## src/rtl/l1_tag_sram_ctrl_if.sv

```systemverilog
// rtl/l1_tag_sram_ctrl_if.sv - request/response and tag-macro signal bundle for l1_tag_sram_ctrl
//
// Groups every non-clock/reset signal of the tag controller.
//   slave  : the controller (l1_tag_sram_ctrl)
//   master : requesters plus the tag macro model (drives requests and sram_dout1)
// Signals:
//   lookup_*          read request handshake; rsp_valid/rsp_tag read response
//   fill_*, inv_*     write requesters sharing the macro write port
//   flush_*           full-array clear control/status
//   sram_*            tag macro port 0 (write) and port 1 (read)
//   stat_*            lookup / forward counters (zero when the stats build option is off)
interface l1_tag_sram_ctrl_if #(
   parameter int DATA_WIDTH = 19,
   parameter int ADDR_WIDTH = 8
);
   logic                  lookup_valid;
   logic                  lookup_ready;
   logic [ADDR_WIDTH-1:0] lookup_idx;
   logic                  rsp_valid;
   logic [DATA_WIDTH-1:0] rsp_tag;
   logic                  fill_valid;
   logic                  fill_ready;
   logic [ADDR_WIDTH-1:0] fill_idx;
   logic [DATA_WIDTH-1:0] fill_data;
   logic                  inv_valid;
   logic                  inv_ready;
   logic [ADDR_WIDTH-1:0] inv_idx;
   logic                  flush_start;
   logic                  flush_busy;
   logic                  flush_done;
   logic                  sram_csb0;
   logic [ADDR_WIDTH-1:0] sram_addr0;
   logic [DATA_WIDTH-1:0] sram_din0;
   logic                  sram_csb1;
   logic [ADDR_WIDTH-1:0] sram_addr1;
   logic [DATA_WIDTH-1:0] sram_dout1;
   logic [15:0]           stat_lookups;
   logic [15:0]           stat_fwd;

   modport slave (
      input  lookup_valid, lookup_idx, fill_valid, fill_idx, fill_data,
             inv_valid, inv_idx, flush_start, sram_dout1,
      output lookup_ready, rsp_valid, rsp_tag, fill_ready, inv_ready,
             flush_busy, flush_done, sram_csb0, sram_addr0, sram_din0,
             sram_csb1, sram_addr1, stat_lookups, stat_fwd
   );

   modport master (
      output lookup_valid, lookup_idx, fill_valid, fill_idx, fill_data,
             inv_valid, inv_idx, flush_start, sram_dout1,
      input  lookup_ready, rsp_valid, rsp_tag, fill_ready, inv_ready,
             flush_busy, flush_done, sram_csb0, sram_addr0, sram_din0,
             sram_csb1, sram_addr1, stat_lookups, stat_fwd
   );
endinterface

```

## src/rtl/l1_tag_sram_ctrl.sv

```systemverilog
// rtl/l1_tag_sram_ctrl.sv - sequencing/arbitration controller for the L1 tag array macro
//
// Shares the single macro write port between fill and invalidate requesters
// (round-robin when both ask), runs a full-array flush sweep, issues lookups
// on the read port, registers the macro's transient read data and forwards
// write data when a lookup and a write hit the same index in the same cycle.
// Ports:
//   clk   single clock for controller and both macro ports
//   rst   asynchronous active-high reset
//   bus   l1_tag_sram_ctrl_if slave modport (requests, response, flush, macro pins, stats)
// Build option:
//   L1_TAG_CTRL_STATS_EN  when defined, builds saturating 16-bit lookup and
//                         forward counters; otherwise stat outputs are tied to 0.
module l1_tag_sram_ctrl #(
   parameter int                    DATA_WIDTH = 19,
   parameter int                    ADDR_WIDTH = 8,
   parameter logic [DATA_WIDTH-1:0] CLEAR_WORD = '0
) (
   input  logic              clk,
   input  logic              rst,
   l1_tag_sram_ctrl_if.slave bus
);

   typedef enum logic [1:0] {
      ST_IDLE  = 2'd0,
      ST_FLUSH = 2'd1,
      ST_DONE  = 2'd2
   } state_t;

   state_t                state, state_nxt;
   logic [ADDR_WIDTH-1:0] sweep_cnt, sweep_cnt_nxt;
   logic                  rr_inv, rr_inv_nxt;   // 1: invalidate wins the next contested grant

   logic                  fill_gnt, inv_gnt;
   logic                  wr_en;
   logic [ADDR_WIDTH-1:0] wr_addr;
   logic [DATA_WIDTH-1:0] wr_data;
   logic                  rd_en;
   logic                  flush_busy;
   logic                  fwd_hit;

   // Lookup pipeline: stage 1 is the cycle the macro read is in flight.
   logic                  s1_valid;
   logic                  s1_fwd;
   logic [DATA_WIDTH-1:0] s1_fwd_data;
   logic                  rsp_valid_q;
   logic [DATA_WIDTH-1:0] rsp_tag_q;

   always_ff @(posedge clk or posedge rst) begin
      if (rst) begin
         state     <= ST_IDLE;
         sweep_cnt <= '0;
         rr_inv    <= 1'b0;
      end else begin
         state     <= state_nxt;
         sweep_cnt <= sweep_cnt_nxt;
         rr_inv    <= rr_inv_nxt;
      end
   end

   always_comb begin
      state_nxt     = state;
      sweep_cnt_nxt = sweep_cnt;
      rr_inv_nxt    = rr_inv;
      fill_gnt      = 1'b0;
      inv_gnt       = 1'b0;
      wr_en         = 1'b0;
      wr_addr       = sweep_cnt;
      wr_data       = CLEAR_WORD;
      case (state)
         ST_IDLE: begin
            // A flush request starves same-cycle writers.
            if (bus.flush_start) begin
               state_nxt = ST_FLUSH;
            end else if (bus.fill_valid && bus.inv_valid) begin
               fill_gnt   = !rr_inv;
               inv_gnt    = rr_inv;
               rr_inv_nxt = !rr_inv;
            end else begin
               fill_gnt = bus.fill_valid;
               inv_gnt  = bus.inv_valid;
            end
            if (fill_gnt) begin
               wr_en   = 1'b1;
               wr_addr = bus.fill_idx;
               wr_data = bus.fill_data;
            end else if (inv_gnt) begin
               wr_en   = 1'b1;
               wr_addr = bus.inv_idx;
               wr_data = CLEAR_WORD;
            end
         end
         ST_FLUSH: begin
            wr_en         = 1'b1;
            sweep_cnt_nxt = sweep_cnt + 1'b1;   // wraps to 0 after the last index
            if (sweep_cnt == '1) begin
               state_nxt = ST_DONE;
            end
         end
         ST_DONE: begin
            state_nxt = ST_IDLE;
         end
         default: begin
            state_nxt = ST_IDLE;
         end
      endcase
   end

   assign flush_busy = (state != ST_IDLE);
   assign rd_en      = bus.lookup_valid && !flush_busy;
   assign fwd_hit    = rd_en && wr_en && (wr_addr == bus.lookup_idx);

   // Macro chip selects are forced inactive for as long as reset is held.
   assign bus.sram_csb0  = rst || !wr_en;
   assign bus.sram_addr0 = wr_addr;
   assign bus.sram_din0  = wr_data;
   assign bus.sram_csb1  = rst || !rd_en;
   assign bus.sram_addr1 = bus.lookup_idx;

   assign bus.lookup_ready = !flush_busy;
   assign bus.fill_ready   = fill_gnt;
   assign bus.inv_ready    = inv_gnt;
   assign bus.flush_busy   = flush_busy;
   assign bus.flush_done   = (state == ST_DONE);
   assign bus.rsp_valid    = rsp_valid_q;
   assign bus.rsp_tag      = rsp_tag_q;

   // sram_dout1 is only stable from the negedge after the read until just
   // past the following posedge, so it is captured at that posedge. A write
   // that collided with the read at issue time replaces the macro data,
   // which is undefined for a same-address read/write.
   always_ff @(posedge clk or posedge rst) begin
      if (rst) begin
         s1_valid    <= 1'b0;
         s1_fwd      <= 1'b0;
         s1_fwd_data <= '0;
         rsp_valid_q <= 1'b0;
         rsp_tag_q   <= '0;
      end else begin
         s1_valid    <= rd_en;
         if (rd_en) begin
            s1_fwd      <= fwd_hit;
            s1_fwd_data <= wr_data;
         end
         rsp_valid_q <= s1_valid;
         if (s1_valid) begin
            rsp_tag_q <= s1_fwd ? s1_fwd_data : bus.sram_dout1;
         end
      end
   end

`ifdef L1_TAG_CTRL_STATS_EN
   logic [15:0] stat_lookups_q;
   logic [15:0] stat_fwd_q;

   always_ff @(posedge clk or posedge rst) begin
      if (rst) begin
         stat_lookups_q <= '0;
         stat_fwd_q     <= '0;
      end else begin
         if (rd_en && (stat_lookups_q != 16'hFFFF)) begin
            stat_lookups_q <= stat_lookups_q + 16'd1;
         end
         if (fwd_hit && (stat_fwd_q != 16'hFFFF)) begin
            stat_fwd_q <= stat_fwd_q + 16'd1;
         end
      end
   end

   assign bus.stat_lookups = stat_lookups_q;
   assign bus.stat_fwd     = stat_fwd_q;
`else
   assign bus.stat_lookups = 16'd0;
   assign bus.stat_fwd     = 16'd0;
`endif

endmodule

```

## src/flat_wrapper.sv

```systemverilog
// flat-port wrapper written by rule: the top's interface ports become plain ports
module l1_tag_sram_ctrl_flat 
#(
   parameter int                    DATA_WIDTH = 19,
   parameter int                    ADDR_WIDTH = 8,
   parameter logic [DATA_WIDTH-1:0] CLEAR_WORD = '0
)
  (clk, rst, bus_lookup_valid, bus_lookup_idx, bus_fill_valid, bus_fill_idx, bus_fill_data, bus_inv_valid, bus_inv_idx, bus_flush_start, bus_sram_dout1, bus_lookup_ready, bus_rsp_valid, bus_rsp_tag, bus_fill_ready, bus_inv_ready, bus_flush_busy, bus_flush_done, bus_sram_csb0, bus_sram_addr0, bus_sram_din0, bus_sram_csb1, bus_sram_addr1, bus_stat_lookups, bus_stat_fwd);
  l1_tag_sram_ctrl_if #(.DATA_WIDTH(DATA_WIDTH), .ADDR_WIDTH(ADDR_WIDTH)) bus_i ();
  input  logic clk;
  input  logic rst;
  input wire logic [$bits(bus_i.lookup_valid)-1:0] bus_lookup_valid;
  input wire logic [$bits(bus_i.lookup_idx)-1:0] bus_lookup_idx;
  input wire logic [$bits(bus_i.fill_valid)-1:0] bus_fill_valid;
  input wire logic [$bits(bus_i.fill_idx)-1:0] bus_fill_idx;
  input wire logic [$bits(bus_i.fill_data)-1:0] bus_fill_data;
  input wire logic [$bits(bus_i.inv_valid)-1:0] bus_inv_valid;
  input wire logic [$bits(bus_i.inv_idx)-1:0] bus_inv_idx;
  input wire logic [$bits(bus_i.flush_start)-1:0] bus_flush_start;
  input wire logic [$bits(bus_i.sram_dout1)-1:0] bus_sram_dout1;
  output wire logic [$bits(bus_i.lookup_ready)-1:0] bus_lookup_ready;
  output wire logic [$bits(bus_i.rsp_valid)-1:0] bus_rsp_valid;
  output wire logic [$bits(bus_i.rsp_tag)-1:0] bus_rsp_tag;
  output wire logic [$bits(bus_i.fill_ready)-1:0] bus_fill_ready;
  output wire logic [$bits(bus_i.inv_ready)-1:0] bus_inv_ready;
  output wire logic [$bits(bus_i.flush_busy)-1:0] bus_flush_busy;
  output wire logic [$bits(bus_i.flush_done)-1:0] bus_flush_done;
  output wire logic [$bits(bus_i.sram_csb0)-1:0] bus_sram_csb0;
  output wire logic [$bits(bus_i.sram_addr0)-1:0] bus_sram_addr0;
  output wire logic [$bits(bus_i.sram_din0)-1:0] bus_sram_din0;
  output wire logic [$bits(bus_i.sram_csb1)-1:0] bus_sram_csb1;
  output wire logic [$bits(bus_i.sram_addr1)-1:0] bus_sram_addr1;
  output wire logic [$bits(bus_i.stat_lookups)-1:0] bus_stat_lookups;
  output wire logic [$bits(bus_i.stat_fwd)-1:0] bus_stat_fwd;
  assign bus_i.lookup_valid = bus_lookup_valid;
  assign bus_i.lookup_idx = bus_lookup_idx;
  assign bus_i.fill_valid = bus_fill_valid;
  assign bus_i.fill_idx = bus_fill_idx;
  assign bus_i.fill_data = bus_fill_data;
  assign bus_i.inv_valid = bus_inv_valid;
  assign bus_i.inv_idx = bus_inv_idx;
  assign bus_i.flush_start = bus_flush_start;
  assign bus_i.sram_dout1 = bus_sram_dout1;
  assign bus_lookup_ready = bus_i.lookup_ready;
  assign bus_rsp_valid = bus_i.rsp_valid;
  assign bus_rsp_tag = bus_i.rsp_tag;
  assign bus_fill_ready = bus_i.fill_ready;
  assign bus_inv_ready = bus_i.inv_ready;
  assign bus_flush_busy = bus_i.flush_busy;
  assign bus_flush_done = bus_i.flush_done;
  assign bus_sram_csb0 = bus_i.sram_csb0;
  assign bus_sram_addr0 = bus_i.sram_addr0;
  assign bus_sram_din0 = bus_i.sram_din0;
  assign bus_sram_csb1 = bus_i.sram_csb1;
  assign bus_sram_addr1 = bus_i.sram_addr1;
  assign bus_stat_lookups = bus_i.stat_lookups;
  assign bus_stat_fwd = bus_i.stat_fwd;
  l1_tag_sram_ctrl #(.DATA_WIDTH(DATA_WIDTH), .ADDR_WIDTH(ADDR_WIDTH), .CLEAR_WORD(CLEAR_WORD)) u_core (.clk(clk), .rst(rst), .bus(bus_i));
endmodule
```

## config.mk

```make
export PLATFORM = sky130hd
export DESIGN_NAME = l1_tag_sram_ctrl_flat
export DESIGN_NICKNAME = d
export VERILOG_FILES = /design/src/rtl/l1_tag_sram_ctrl_if.sv /design/src/rtl/l1_tag_sram_ctrl.sv /design/src/flat_wrapper.sv
export SDC_FILE = /design/constraint.sdc
export NUM_CORES = 1
export LEC_CHECK = 0
export BUFFER_PORTS_ARGS = -buffer_cell sky130_fd_sc_hd__buf_2
export CAP_MARGIN = 10
export CORE_MARGIN = 2
export CORE_UTILIZATION = 49
export CTS_BUF_LIST = sky130_fd_sc_hd__clkbuf_2
export DETAILED_ROUTE_END_ITERATION = 7
export HOLD_SLACK_MARGIN = 0.15
export PLACE_DENSITY = 0.87
export SLEW_MARGIN = 20
export SYNTH_ARGS = -nofsm -noshare
export SYNTH_HDL_FRONTEND = slang
export SYNTH_SLANG_ARGS = --single-unit
```

## constraint.sdc

```tcl
create_clock -name clk -period 3.5 [get_ports clk]
set_input_delay 0.35 -clock clk [delete_from_list [all_inputs] [get_ports clk]]
set_output_delay 0.35 -clock clk [all_outputs]
set_load 0.02 [all_outputs]
```

==> flow_summary_export.csv <==
group,metric,value,unit
outcome,status,"finished clean",
power,switching_share,35.7,%
clock_tree,numCtsBuffers,5,
clock_tree,ctsResizeCount,0,
clock_tree,clk_latency,0.41,ns
yosys,synthArstFlopShare,100,%
die,start_util,51.2,%
die,die_x,80.1,um
sta,finalSetupViolCount,0,
route,first_pass_iters,6,
sta,report.final.hold_viol_count,0,
power,p_seq_share,52.9,%
run,maxCapViolCount,0,
worst_setup_path,crit_path_end_kind,"primary output",
clock_tree,cts_root_buffer,"clkbuf_2",
route,drt-initial-drc-count,150,
power,p_per_area,404,nW/um^2
power,combPwrFrac,30.7,%
worst_setup_path,critPathRequiredTime,3.15,ns
hold_path,hold-path-endpoint,"u_core.bus.rsp_tag[8]",
hold_path,min_path_cells,3,
power,pwr-share-clk,16.4,%
route,drc,0,
sta,skew,0.0307,ns
sta,finalCritPeriodShare,86.5,%
worst_setup_path,crit_family,"simple AND/OR/NAND/NOR gates",
yosys,synth_cell_types,30,
die,core,5540,sq um
die,dieArea,6420,sq um
layout,final_cell_count_no_fill,467,
worst_setup_path,critPathLaunchType,"input port",
yosys,ys_ff_latch,52,
yosys,ys_seq_area_share,45.8,%
route,vias_per_cell,4.93,
grt,grt_max_degree,53,
grt,grt_first_pass_wirelength,9830,um
sta,finalSetupTns,0,ns
route,vias,2302,
yosys,yosysWarnings,0,
clock_tree,clkSinkCount,52,
die,ios,162,
route,wl_per_cell,13.6,um
clock_tree,clk_path_buf_depth,2,
power,ir_drop,256,uV
placement,io_buffers,129,
placement,place_area,3340,sq um
worst_setup_path,crit_path_cell_trace,"dlygate4sd3_1 > buf_2 > nor3_2 > and3_1 > a22o_1 > a21o_1 > buf_2",
worst_setup_path,critPathSlowestCell,"and3_1",
worst_setup_path,critical_path_class,"input port to primary output",
worst_setup_path,rr_endpoint,"u_core.s1_fwd",
clock_tree,cts_tree,"done",
die,rows,27,
layout,finalInstanceArea,3420,sq um
yosys,synth-main-ff-cell,"dfrtp_1",
sta,slew_violations,0,
clock_tree,path_clk_slew,0.25,ns
grt,grt_antenna_before_repair,0,
grt,overflow,0,
die,die_h,80.1,um
sta,fin_hold_ws,0.211,ns
layout,final_util,61.8,%
layout,drive_above_1_share,41.0,%
yosys,synth_edf_count,0,
worst_setup_path,timing.critical_path.buf_inv,3,
worst_setup_path,cpPeakStageDelay,0.81,ns
sta,finalWorstSetupSlack,0.474,ns
sta,period_needed,3.03,ns
layout,diodes,0,
power,p_switching,0.493,mW
grt,grt_usage,19.8,%
worst_setup_path,r2r_slack,0.88,ns
power,internal-power,0.889,mW
yosys,syn_inst,275,
placement,dp_slack,0.914,ns
worst_setup_path,cpMostUsedCell,"buf_2",
layout,final_nets,463,
yosys,syn_area,2840,sq um
route,wirelength,6360,um
clock_tree,cts_max_level,2,
hold_path,hp-start,"bus_sram_dout1[8]",
sta,fmax,330,MHz
worst_setup_path,regToRegStartpoint,"u_core.state[0]",
power,leakage,1.82,nW
worst_setup_path,ff2ff_path_depth,6,
yosys,postSynthAreaPerCell,10.3,sq um
worst_setup_path,worst-path-max-fanout,27,
grt,first_global_vias,2121,
sta,tightest_slew,0.902,ns
hold_path,hold_path.class,"input port to flip-flop",
layout,areaGrowthSynthToFinish,20.6,%
sta,slew-limit-headroom,39.8,%
power,power,1.38,mW
placement,dp_cells,455,
placement,gp_congestion,0.850,
sta,rsz0062_at_grt,"false",
placement,post-dp-hpwl,4670,um
worst_setup_path,cp.arrival,2.68,ns
route,ant_nets,0,
==> registers in the layout, summed over array words and instances, names as in the netlist <==
| signal | cells |
|---|---|
| u_core.bus.rsp_tag | 19 |
| u_core.bus.rsp_valid | 1 |
| u_core.rr_inv | 1 |
| u_core.s1_fwd | 1 |
| u_core.s1_fwd_data | 19 |
| u_core.s1_valid | 1 |
| u_core.state | 2 |
| u_core.sweep_cnt | 8 |
==> cell usage in the layout (no fill, tap or decap), types with 2 or more instances in the layout <==
cell type	count
a222oi_1	6
xor2_1	7
conb_1	32
dfrtp_2	2
and3_1	3
a21oi_1	19
dfrtp_1	50
clkbuf_2	7
mux2_2	20
nor2_1	27
nand3_1	4
nor2b_1	2
xnor2_1	9
nand2_1	7
and2_1	20
inv_1	9
buf_2	129
dlygate4sd3_1	4
a21o_1	2
mux2i_1	19
nand4_1	5
==> cells by family (layout without fill, tap and decap cells) <==
| kind of cell | Yosys count | in the layout | synth area share, % |
|---|---|---|---|
| buf+inv | 63 | 152 | 13.9 |
| xor+xnor | 16 | 16 | 4.94 |
| mux | 39 | 39 | 14.6 |
| compound gates | 33 | 33 | 7.76 |
| flops | 52 | 52 | 45.8 |
| fa+ha+maj | 1 | 1 | 0.441 |
| simple gates | 70 | 70 | 12.4 |
| other cells | 1 | 32 | 0.132 |
==> Yosys cell counts, types with 2 or more instances <==
library cell	number	area share [%]
xor2_1	7	2.2
nor2_1	27	3.6
nand3_1	4	0.71
nor2b_1	2	0.44
nand2_1	7	0.93
buf_4	40	11
inv_1	10	1.3
mux2i_1	19	6.7
and3_1	3	0.66
mux2_2	20	7.9
clkbuf_1	11	1.5
xnor2_1	9	2.8
a21oi_1	19	3.3
and2_1	20	4.4
dfrtp_1	52	46
a222oi_1	6	2.1
a21o_1	2	0.53
nand4_1	5	1.1
==> final cells by class <==
class / count / area, sq um
Clock inverter: 1 / 3.75
Fill cell: 464 / 2120
Sequential cell: 52 / 1300
Inverter: 10 / 37.5
Clock buffer: 7 / 35.0
Tap cell: 72 / 90.1
Multi-Input combinational cell: 191 / 1260
Timing Repair Buffer: 134 / 693
==> repair_timing <==
action	in CTS	in global routing
endpoints found under the hold margin	40	3
hold buffers	1	3
setup buffers	0	0
==> layer usage <==
layer / part of all wire [%] / global-route usage [%]
met1: 41 / 25.3
met2: 50 / 33.8
met3: 7.2 / 3.82
met4: 1.8 / 6.10
met5: 0 / 0
==> worst max-delay path by stage <==
stage / from / endpoint / cells after the start
finish: bus_flush_start / bus_sram_addr0[5] / 7
global route: u_core.state[0] / bus_sram_addr0[1] / 5
global placement: bus_flush_start / u_core.s1_fwd / 7
CTS: u_core.state[0] / bus_sram_addr0[4] / 5
detailed placement: bus_flush_start / u_core.s1_fwd / 7
floorplan: rst / bus_sram_csb1 / 2
==> tightest hold or removal path: cells and delay by family <==
family	cells	cell delay, ns
compound gates	1	0.13
buf+inv	1	0.07
mux	1	0.05
==> power by group through the flow <==
stage                     clock (mW)  combinational [mW]  sequential, mW
after global routing           0.272               0.467           0.744
after CTS                      0.236               0.425           0.731
final                          0.226               0.425           0.732
after detailed placement           0               0.423           0.741
after global placement             0               0.406           0.740
after floorplan                    0               0.298           0.748
No activity file was read; power rests on OpenSTA's default activity.
